<file path="src/rtl/mem_req_ctrl_pkg.sv">
// Shared types and constants for the SRAM request/response front-end.
//   rsp_entry_t : one buffered response, {we, rdata}, at the default data width
//   RSP_DEPTH   : response buffer depth
//   OFFSET_BITS : byte-offset bits dropped from the byte address
package mem_req_ctrl_pkg;

    localparam int DATA_WIDTH = 32;
    localparam int RSP_DEPTH  = 2;

    function automatic int offset_bits(input int data_width);
        return $clog2(data_width / 8);
    endfunction

    localparam int OFFSET_BITS = offset_bits(DATA_WIDTH);

    typedef struct packed {
        logic                  we;
        logic [DATA_WIDTH-1:0] rdata;
    } rsp_entry_t;

endpackage

</file>
<file path="src/rtl/mem_req_ctrl_rsp_fifo.sv">
// Two-entry first-word-fall-through register FIFO for buffered responses.
//   clk_i, arst_ni : clock, async active-low reset (clears storage too)
//   push_i, push_data_i : write one entry
//   pop_i          : drop the head entry (caller guarantees count_o != 0)
//   head_o         : current head, valid while count_o != 0
//   count_o        : occupancy 0..2
module rsp_fifo
    import mem_req_ctrl_pkg::*;
#(
    parameter int WIDTH = 33
) (
    input  logic             clk_i,
    input  logic             arst_ni,
    input  logic             push_i,
    input  logic [WIDTH-1:0] push_data_i,
    input  logic             pop_i,
    output logic [WIDTH-1:0] head_o,
    output logic [1:0]       count_o
);

    // Depth is fixed at RSP_DEPTH = 2, so single-bit pointers wrap naturally.
    logic [WIDTH-1:0] store_q [RSP_DEPTH];
    logic             wr_ptr_q;
    logic             rd_ptr_q;
    logic [1:0]       count_q;

    always_ff @(posedge clk_i or negedge arst_ni) begin
        if (!arst_ni) begin
            for (int i = 0; i < RSP_DEPTH; i++) begin
                store_q[i] <= '0;
            end
            wr_ptr_q <= 1'b0;
            rd_ptr_q <= 1'b0;
            count_q  <= 2'd0;
        end else begin
            if (push_i) begin
                store_q[wr_ptr_q] <= push_data_i;
                wr_ptr_q          <= ~wr_ptr_q;
            end
            if (pop_i) begin
                rd_ptr_q <= ~rd_ptr_q;
            end
            case ({push_i, pop_i})
                2'b10:   count_q <= count_q + 2'd1;
                2'b01:   count_q <= count_q - 2'd1;
                default: count_q <= count_q;
            endcase
        end
    end

    assign head_o  = store_q[rd_ptr_q];
    assign count_o = count_q;

endmodule

</file>
<file path="src/rtl/mem_req_ctrl.sv">
// Valid/ready front-end for a single-port synchronous SRAM with 1-cycle read
// latency. Accepted requests drive the SRAM pins directly; read data returns
// via a bypass path or, under back-pressure, through a 2-entry buffer.
//   req_*  : request channel (byte address, write enable, data, strobes)
//   rsp_*  : response channel (read data, echoed write enable)
//   mem_*  : SRAM pins (word address, we, wdata, wstrb, rdata)
module mem_req_ctrl
    import mem_req_ctrl_pkg::*;
#(
    parameter  int ADDR_WIDTH = 16,
    parameter  int DATA_WIDTH = 32,
    localparam int OFF        = offset_bits(DATA_WIDTH),
    localparam int STRB_WIDTH = DATA_WIDTH / 8
) (
    input  logic                      clk_i,
    input  logic                      arst_ni,
    input  logic                      req_valid_i,
    output logic                      req_ready_o,
    input  logic [ADDR_WIDTH+OFF-1:0] req_addr_i,
    input  logic                      req_we_i,
    input  logic [DATA_WIDTH-1:0]     req_wdata_i,
    input  logic [STRB_WIDTH-1:0]     req_wstrb_i,
    output logic                      rsp_valid_o,
    input  logic                      rsp_ready_i,
    output logic [DATA_WIDTH-1:0]     rsp_rdata_o,
    output logic                      rsp_we_o,
    output logic [ADDR_WIDTH-1:0]     mem_addr_o,
    output logic                      mem_we_o,
    output logic [DATA_WIDTH-1:0]     mem_wdata_o,
    output logic [STRB_WIDTH-1:0]     mem_wstrb_o,
    input  logic [DATA_WIDTH-1:0]     mem_rdata_i
);

    logic                  inflight_q;
    logic                  inflight_we_q;
    logic [1:0]            fifo_count;
    logic [DATA_WIDTH:0]   fifo_head;
    logic [DATA_WIDTH:0]   fifo_push_data;
    logic [2:0]            outstanding;
    logic                  accept;
    logic                  consume;
    logic                  fifo_push;
    logic                  fifo_pop;
    logic                  have_buffered;

    // Credit check uses registered state only: buffered + in-flight beats.
    assign outstanding = {1'b0, fifo_count} + {2'b00, inflight_q};
    assign req_ready_o = (outstanding < 3'd2);
    assign accept      = req_valid_i && req_ready_o;

    // The reset term keeps the SRAM from being written while ready is forced
    // high during reset.
    assign mem_addr_o  = req_addr_i[ADDR_WIDTH+OFF-1:OFF];
    assign mem_wdata_o = req_wdata_i;
    assign mem_wstrb_o = req_wstrb_i;
    assign mem_we_o    = accept && req_we_i && arst_ni;

    generate
        if (OFF > 0) begin : g_offset
            logic unused_offset;
            assign unused_offset = ^req_addr_i[OFF-1:0];
        end
    endgenerate

    always_ff @(posedge clk_i or negedge arst_ni) begin
        if (!arst_ni) begin
            inflight_q    <= 1'b0;
            inflight_we_q <= 1'b0;
        end else begin
            inflight_q <= accept;
            if (accept) begin
                inflight_we_q <= req_we_i;
            end
        end
    end

    assign have_buffered = (fifo_count != 2'd0);
    assign rsp_valid_o   = have_buffered || inflight_q;
    assign consume       = rsp_valid_o && rsp_ready_i;

    // Buffered entries are older than the in-flight beat, so the bypass is
    // only used when the buffer is empty. Idle output is forced to zero.
    always_comb begin
        rsp_rdata_o = '0;
        rsp_we_o    = 1'b0;
        if (have_buffered) begin
            rsp_rdata_o = fifo_head[DATA_WIDTH-1:0];
            rsp_we_o    = fifo_head[DATA_WIDTH];
        end else if (inflight_q) begin
            rsp_rdata_o = mem_rdata_i;
            rsp_we_o    = inflight_we_q;
        end
    end

    assign fifo_push      = inflight_q && !(!have_buffered && consume);
    assign fifo_pop       = have_buffered && consume;
    assign fifo_push_data = {inflight_we_q, mem_rdata_i};

    rsp_fifo #(
        .WIDTH (DATA_WIDTH + 1)
    ) u_rsp_fifo (
        .clk_i       (clk_i),
        .arst_ni     (arst_ni),
        .push_i      (fifo_push),
        .push_data_i (fifo_push_data),
        .pop_i       (fifo_pop),
        .head_o      (fifo_head),
        .count_o     (fifo_count)
    );

endmodule

</file>
<file path="config.mk">
export PLATFORM = sky130hd
export DESIGN_NAME = mem_req_ctrl
export DESIGN_NICKNAME = d
export VERILOG_FILES = /design/src/rtl/mem_req_ctrl_pkg.sv /design/src/rtl/mem_req_ctrl_rsp_fifo.sv /design/src/rtl/mem_req_ctrl.sv
export SDC_FILE = /design/constraint.sdc
export NUM_CORES = 1
export LEC_CHECK = 0
export CAP_MARGIN = 20
export CORE_ASPECT_RATIO = 1.25
export CORE_MARGIN = 2
export CORE_UTILIZATION = 60
export CTS_BUF_LIST = sky130_fd_sc_hd__clkbuf_4
export DETAILED_ROUTE_END_ITERATION = 8
export DONT_BUFFER_PORTS = 1
export PLACE_DENSITY_LB_ADDON = 0.05
export SYNTH_ARGS = -nofsm -noshare
export SYNTH_HDL_FRONTEND = slang
export SYNTH_SLANG_ARGS = --single-unit
export TNS_END_PERCENT = 30
</file>
<file path="constraint.sdc">
create_clock -name clk_i -period 2.5 [get_ports clk_i]
set_input_delay 0.25 -clock clk_i [delete_from_list [all_inputs] [get_ports clk_i]]
set_output_delay 0.25 -clock clk_i [all_outputs]
set_load 0.005 [all_outputs]
</file>
==> impl_metrics.tcl, run 1 <==
set metrics [dict create \
    finalClockSkew_ns 0.0127 \
    syn_inst 332 \
    cts_root_buf "clkbuf_4" \
    io_pins 179 \
    finalSetupViolCount 0 \
    cts.sinks 72 \
    critPathCaptureType "primary output" \
    track_usage_pct 23.5 \
    start_kind "flop" \
    clk_latency_ns 0.42 \
    cts_resized 0 \
    critPathLaunch "u_rsp_fifo.rd_ptr_q" \
    max-vdd-ir-drop_uv 632 \
    r2r-start "u_rsp_fifo.count_o[0]" \
    wl_mm 8.20 \
    antenna_found_initial 0 \
    area_growth_pct 4.42 \
    fin_area_mm2 0.00408 \
    crit_arrival_ns 1.79 \
    dieArea_mm2 0.00718 \
    synth_area_leaders "dfrtp_1, mux2_2, buf_4" \
    drt_iter0_drc 128 \
    synth_nets 424 \
    post_cts.repair.setup_buffers 0 \
    hold_buffers 36 \
    cts_tree "yes" \
    synth_top_family_by_area "multiplexers" \
    finish.net_count 405 \
    min_from "rsp_ready_i" \
    synth_top_area_share_pct 46.1 \
    r2r_end "u_rsp_fifo.store_q[12]" \
    synthAdderAreaFrac_pct 0.320 \
    grt_max_degree 73 \
    critPathKind "flop to primary output" \
    drv_cap 0 \
    status "finished clean" \
    grt_first_pass_wirelength_mm 12.7 \
    critPathRequiredTime_ns 2.25 \
    clockBufferDepth 2 \
    detailed_place_hpwl_mm 5.26 \
    vias 2303 \
    gr-total-overflow 0 \
    fin_crit_sh_pct 81.5 \
    fmax_mhz 491 \
    final_common_cell "dfrtp_1" \
    syn_avg_cell_area_um2 11.8 \
    p_leak_nw 1.71 \
    slew_headroom_pct 28.7 \
    setup_ws_ns 0.462 \
    hold_end "u_rsp_fifo.rd_ptr_q" \
    pre_cts_slack_ns 0.497 \
    final-hold-violation-count 0 \
    rows 32 \
    min_period_ns 2.04 \
    synth_mux_area_share_pct 28.0 \
    die_y_um 94.2 \
    dieWidth_um 76.2 \
    dpl_cell_area_mm2 0.00357 \
    synth_area_leader_cell "dfrtp_1" \
    gp_congestion 0.699 \
    crit_fanout 21 \
    ys_seq_area_share_pct 46.1 \
    postRouteAntennaNets 0 \
    rsz0062_at_grt "no" \
    htreeDepth 3 \
    cts_buffers 9 \
    port_buffers 0 \
    routed_via_density 5.71 \
    p_per_area_mw_per_mm2 1240 \
    clkTransAtPathRegs_ns 0.10 \
    hp-class "input port to flop" \
    tightest_slew_ns 1.07 \
    antenna_cells 0 \
    drive_above_1_share_pct 29.6 \
    mostFrequentLayoutCells "dfrtp_1, mux2_2, dlygate4sd3_1" \
    ff2ff_setup_slack_ns 0.49 \
    initial_core_util_pct 62.5 \
    fp.coreArea_mm2 0.00625 \
    drc 0 \
    synth_xor_area_share_pct 1.12 \
    synth.distinct_cells 23 \
    tns_ns 0 \
    min_path_cells 2 \
    synth_compound_area_share_pct 4.36 \
    synth_warnings 0 \
    rr_worst_depth 3 \
    drt_pass1_iterations 4 \
    slew_violations 0 \
    fillers 513 \
    synth_area_mm2 0.00391 \
    holdWs_ns 0.133 \
    ys_seq_elements 72 \
    grt_pass1_vias 2375 \
    synth-simple-area-share_pct 6.41 \
    post_drt_wl_per_cell_um 20.3 \
]
registers in the layout, summed over array words and instances (netlist names):
name and cells:
u_rsp_fifo.rd_ptr_q 1, u_rsp_fifo.count_o 2, u_rsp_fifo.store_q 66, u_rsp_fifo.wr_ptr_q 1, inflight_q 1, inflight_we_q 1
per-stage QoR:
stage | total power, mW | util (%) | std cells
after global placement | 4.26 | 57.2 | 351
after floorplan | 3.93 | - | 332
after global routing | 5.40 | 65.3 | 403
after detailed placement | 4.32 | 57.2 | 351
final | 5.04 | 65.3 | 403
after CTS | 5.10 | 65.3 | 403
power by group:
part / total, mW / internal, mW / switching [mW]
logic: 2.18 / 1.12 / 1.05
registers: 2.16 / 1.76 / 0.395
clock network: 0.704 / 0.295 / 0.410
total: 5.04 / 3.18 / 1.86
worst max-delay path, stage by stage (launching register included):
cell and delay (ns):
dfrtp_2 0.68, buf_12 0.27, mux2i_1 0.09, o21ai_0 0.34
cells by family after synthesis:
group / after synthesis
compound gates: 34
xor+xnor: 5
fa+ha+maj: 1
buf+inv: 75
flops: 72
mux: 100
simple gates: 45
worst max path at each step:
stage	to	slack, ns	cells after the start
6_report	rsp_rdata_o[17]	0.46	3
5_1_grt	rsp_rdata_o[13]	0.36	3
4_1_cts	rsp_rdata_o[13]	0.40	3
3_5_place_dp	u_rsp_fifo.store_q[30]	0.50	3
3_3_place_gp	u_rsp_fifo.store_q[26]	0.50	3
2_1_floorplan	u_rsp_fifo.count_o[1]	0.99	5
routing by layer:
layer / vias up / track usage, % / routed length, um
li1: 1073 / - / -
met4: 0 / 13.0 / 266
met5: - / 0 / 0
met3: 36 / 7.60 / 573
met2: 79 / 40.2 / 4170
met1: 1115 / 26.2 / 3190
final cells by class:
cell class / instances / area (um^2) / area share (%)
clock buffers: 9 / 67.6 / 1.66
clock inverters: 7 / 62.6 / 1.53
inverters: 2 / 7.51 / 0.184
multi-input cells: 185 / 1580 / 38.7
flip-flops and latches: 72 / 1800 / 44.2
well taps: 85 / 106 / 2.61
repair buffers: 43 / 455 / 11.2
synth_stat cells, drive strengths merged:
cell,count
mux2i,33
nand2,4
inv,2
xor2,2
nor2,4
a21oi,1
clkbuf,3
ha,1
dfrtp,72
o21ai,33
buf,70
nor3,1
xnor2,3
nand2b,1
mux2,67
nor2b,1
nor3b,1
nand3,33
Power figures use the tool's default switching activity.
==> run 2, diff against run 1 <==
==> constraint.sdc (replaced) <==
create_clock -name clk_i -period 2.1 [get_ports clk_i]
set_input_delay 0.21 -clock clk_i [delete_from_list [all_inputs] [get_ports clk_i]]
set_output_delay 0.21 -clock clk_i [all_outputs]
set_load 0.005 [all_outputs]
==> impl_metrics.tcl, run 2 (synthesis gave the netlist of run 1 again) <==
set metrics [dict create \
    status "finished clean" \
    drv_cap 0 \
    gp_congestion 0.724 \
    setup_ws_ns 0.106 \
    critPathRequiredTime_ns 1.89 \
    slew_headroom_pct 29.3 \
    tightest_slew_ns 1.06 \
    fin_area_mm2 0.00414 \
    crit_fanout 22 \
    clockBufferDepth 2 \
    dpl_cell_area_mm2 0.00357 \
    post_drt_wl_per_cell_um 20.6 \
    die_y_um 94.2 \
    critPathKind "flop to primary output" \
    dieWidth_um 76.2 \
    grt_pass1_vias 2487 \
    cts_root_buf "clkbuf_4" \
    antenna_found_initial 0 \
    fmax_mhz 502 \
    antenna_cells 0 \
    finish.net_count 412 \
    final-hold-violation-count 0 \
    finalSetupViolCount 0 \
    grt_first_pass_wirelength_mm 13.3 \
    dieArea_mm2 0.00718 \
    hp-class "input port to flop" \
    cts_buffers 9 \
    p_leak_nw 1.76 \
    drive_above_1_share_pct 31.4 \
    routed_via_density 5.79 \
    slew_violations 0 \
    wl_mm 8.45 \
    max-vdd-ir-drop_uv 834 \
    critPathCaptureType "primary output" \
    final_common_cell "dfrtp_1" \
    grt_max_degree 73 \
    post-route-util_pct 66.3 \
    cpMaxStageDelayCell "dfrtp_1" \
    critPathMostFrequentCell "buf_4" \
    cpPeakStageDelay_ns 0.43 \
    track_usage_pct 24.8 \
    vias 2374 \
    path_cells "buf_4 > nor2_4 > buf_4 > nand3_1 > o21ai_0" \
    port_buffers 0 \
    area_growth_pct 6.05 \
    cts.sinks 72 \
    postRouteAntennaNets 0 \
    initial_core_util_pct 62.5 \
    finalClockSkew_ns 0.0122 \
    critPathBufInv 2 \
    cts_tree "yes" \
    detailed_place_hpwl_mm 5.31 \
    pre_cts_slack_ns 0.110 \
    io_pins 179 \
    rsz0062_at_grt "no" \
    fin_crit_sh_pct 94.9 \
    tns_ns 0 \
    min_period_ns 1.99 \
    drc 0 \
    crit_arrival_ns 1.78 \
    drt_iter0_drc 166 \
    mostFrequentLayoutCells "dfrtp_1, mux2_2, dlygate4sd3_1" \
    clkTransAtPathRegs_ns 0.11 \
    start_kind "flop" \
    drt_pass1_iterations 4 \
    gr-total-overflow 0 \
    htreeDepth 3 \
    clk_latency_ns 0.43 \
    rows 32 \
    p_per_area_mw_per_mm2 1510 \
    fp.coreArea_mm2 0.00625 \
    largest_reg_flops 66 \
    cp_top_family "buffers and inverters" \
    top_register "u_rsp_fifo.store_q" \
]
## run 2: changes by cell type in the layout (fill, tap and decap cells not counted)
cell        delta
clkinv_2       -1
clkbuf_4       +3
buf_8          +1
bufinv_16      +1
clkinv_1       -1
clkinvlp_4     -2
buf_12         -2
buf_4          +8
## run 2: timing repair
item	in CTS	in global routing
buffers inserted	0	4
hold endpoints to repair	138	0
resized for setup	1	1
pin swaps	0	2
hold buffers	36	0
setup endpoints to repair	17	30
gates cloned	0	0
## run 2: layout make-up
cell class / count / area, um^2
repair buffers: 50 / 490
clock inverters: 4 / 68.8
flip-flops and latches: 72 / 1800
inverters: 2 / 7.51
fillers: 508 / 2100
well taps: 85 / 106
clock buffers: 12 / 90.1
multi-input cells: 185 / 1580
## run 2: metrics by stage
stage,hold slack [ns],total power [mW],cells
2_1_floorplan,-0.0856,4.68,332
3_3_place_gp,-0.0841,5.07,354
4_1_cts,0.0595,6.24,406
5_1_grt,0.0811,6.69,410
6_report,0.0804,6.26,410
3_5_place_dp,-0.0836,5.14,354
## run 2: report_power, final
part,switching [mW],internal (mW)
sequential,0.382,2.10
clock,0.489,0.519
combinational,1.37,1.40
total,2.24,4.02
## run 2: worst paths after layout
check                                    endpoint                   start  slack, ns  cells past startpoint
setup reg to reg           u_rsp_fifo.store_q[28]   u_rsp_fifo.count_o[1]       0.15                      3
setup / recovery                  rsp_rdata_o[11]   u_rsp_fifo.count_o[0]       0.11                      5
max in group asynchronous     u_rsp_fifo.rd_ptr_q                 arst_ni       1.46                      2
min in group asynchronous   u_rsp_fifo.store_q[4]                 arst_ni       0.35                      2
hold / removal                u_rsp_fifo.rd_ptr_q             rsp_ready_i       0.08                      2
hold reg to reg            u_rsp_fifo.store_q[50]  u_rsp_fifo.store_q[50]       0.52                      1
## run 2: per-layer routing
metal  up-vias  GRT usage [%]  wire length (um)
met5         -              0                 0
met4         0           14.4               317
met3        38           7.98               609
met2        95           43.7              4290
met1      1155           26.2              3230
li1       1086              -                 -
==> RTL change (flow settings as in run 2) <==
Change the parameter `ADDR_WIDTH` from 16 to 15.
--- a/src/rtl/mem_req_ctrl.sv
+++ b/src/rtl/mem_req_ctrl.sv
@@ -8,5 +8,5 @@
     import mem_req_ctrl_pkg::*;
 #(
-    parameter  int ADDR_WIDTH = 16,
+    parameter  int ADDR_WIDTH = 15,
     parameter  int DATA_WIDTH = 32,
     localparam int OFF        = offset_bits(DATA_WIDTH),
Interface: changed (resized mem_addr_o and req_addr_i); port bits go from 179 to 177. No check against the original RTL was run, so the function may have changed too.
==> RTL change against run 2 <==
Total power increased by 0.30%. Sequential power is 3% higher. Worst setup slack improved by 31 ps. Synthesized area down 0.19%. Final cell count shrank 0.24%. Die area decreased by 0.18%. Sequential cell count is the same. Cell area up 0.48%. Non-clock buffer count decreased by 1. Via count decreased by 0.25%. Largest cell class unchanged. Critical path depth decreased by 2. Worst hold slack gained 34 ps. Routed wire length fell by 0.53%.
==> RTL change: results <==
set metrics [dict create \
    r2r_cells 3 \
    fin_nets 410 \
    hold_path_class "input pin to flip-flop" \
    dpl-instance-area_sq_um 3580 \
    min-delay-start "rsp_ready_i" \
    largest_register_ffs 66 \
    wl_per_cell_um 20.5 \
    worstPathArrival_ps 2240 \
    firstDrtPassIters 4 \
    diodes 0 \
    cts_buffer_depth 2 \
    ys_async_sr_fraction_pct 100 \
    root_buffer "clkbuf_4" \
    clk_latency_ps 410 \
    nFillCells 518 \
    finalClockSkew_ps 22.6 \
    holdPathEnd "u_rsp_fifo.rd_ptr_q" \
    seq_area_frac_synth_pct 46.2 \
    post-place-ws_ps 97.4 \
    ir_drop_mv 0.961 \
    r2r-start "u_rsp_fifo.count_o[1]" \
    clk_pin_slew_worst_paths_ps 110 \
    min_path_cells 2 \
    io_buffer_count 0 \
    hpwl_um 5310 \
    critPathMaxFanout 33 \
    r2r-end "u_rsp_fifo.store_q[11]" \
    htreeDepth 3 \
    status "finished, final reports clean" \
    p_leak_nw 1.75 \
    synth_common_cells "72 x dfrtp_1, 65 x mux2_2, 52 x buf_4" \
    antenna_found_initial 0 \
    yosys.cell_types.count 23 \
    utilization_pct 66.6 \
    largest_register "u_rsp_fifo.store_q" \
    grt_start_max_net_pins 73 \
    syn_nets 422 \
    whs_ps 114 \
    ys_top_cells_by_area "dfrtp_1 46%, mux2_2 19%, buf_4 10%" \
    vias 2368 \
    met1_usage_pct 27.3 \
    drtIter0Drc 141 \
    tightest_slew_ps 1040 \
    use_met3_pct 9.90 \
    grt_usage_pct 24.1 \
    synth_warnings 0 \
    cts_buffers 9 \
    grt_pass1_wl_um 13000 \
    synth-main-ff-cell "dfrtp_1" \
    gp_congestion 0.750 \
    layout-drive-gt1-share_pct 30.9 \
    cellInternalPower_w 0.00402 \
    use_met2_pct 38.9 \
    reg2reg_slack_ps 140 \
]
## RTL change: worst max-delay path by stage
stage                     startpoint                endpoint  slack, ps  cells past startpoint
6_report       u_rsp_fifo.count_o[1]  u_rsp_fifo.store_q[11]        140                      3
5_1_grt        u_rsp_fifo.count_o[1]  u_rsp_fifo.store_q[11]          9                      3
4_1_cts        u_rsp_fifo.count_o[0]         rsp_rdata_o[11]          2                      5
3_5_place_dp   u_rsp_fifo.count_o[1]  u_rsp_fifo.store_q[30]        100                      3
3_3_place_gp   u_rsp_fifo.count_o[1]  u_rsp_fifo.store_q[11]        130                      3
2_1_floorplan  u_rsp_fifo.count_o[0]   u_rsp_fifo.count_o[1]        590                      5
## RTL change: per-layer routing
| layer | vias up | part of all wire [%] |
|---|---|---|
| met4 | 0 | 2.9 |
| met2 | 92 | 50 |
| met5 | - | 0 |
| met1 | 1167 | 38 |
| met3 | 22 | 9.1 |
| li1 | 1087 | - |
## RTL change: power groups by stage
stage / Clock, W / Combinational [W] / Sequential [W]
floorplan: 0 / 0.00227 / 0.00240
global placement: 0 / 0.00255 / 0.00254
detailed placement: 0 / 0.00259 / 0.00257
CTS: 0.00101 / 0.00270 / 0.00254
global route: 0.00108 / 0.00300 / 0.00264
finish: 0.000977 / 0.00275 / 0.00255
## RTL change: what timing repair did
item / CTS / global route
setup endpoints to repair: 16 / 28
pin swaps: 0 / 1
buffers inserted: 0 / 3
resized for setup: 1 / 2
hold endpoints to repair: 138 / 0
hold buffers: 36 / 0
## RTL change: kinds of logic after synthesis
family	after synthesis	synth area share [%]
AOI/OAI and AO/OA	34	4.36
and+or+nand+nor	45	6.42
xor gates and xnor gates	5	1.12
buffers and inverters	74	13.5
muxes	100	28.0
DFF	72	46.2
adders and majority gates	1	0.321
## RTL change: area by class of cell
| class | instances | area share (%) |
|---|---|---|
| Clock inverter | 6 | 2.01 |
| Tap cell | 85 | 2.55 |
| Sequential cell | 72 | 43.4 |
| Inverter | 2 | 0.180 |
| Multi-Input combinational cell | 185 | 37.9 |
| Timing Repair Buffer | 49 | 12.2 |
| Clock buffer | 10 | 1.80 |
## RTL change: critical path: stages (launching register included)
cell     delay [ps]
dfrtp_1         510
nor3b_4         100
nor2_4          820
mux2_2          420
## RTL change: stage by stage
stage | power (W) | cells
2_1_floorplan | 0.00468 | 331
3_3_place_gp | 0.00509 | 354
3_5_place_dp | 0.00516 | 354
4_1_cts | 0.00624 | 406
5_1_grt | 0.00672 | 409
6_report | 0.00627 | 409
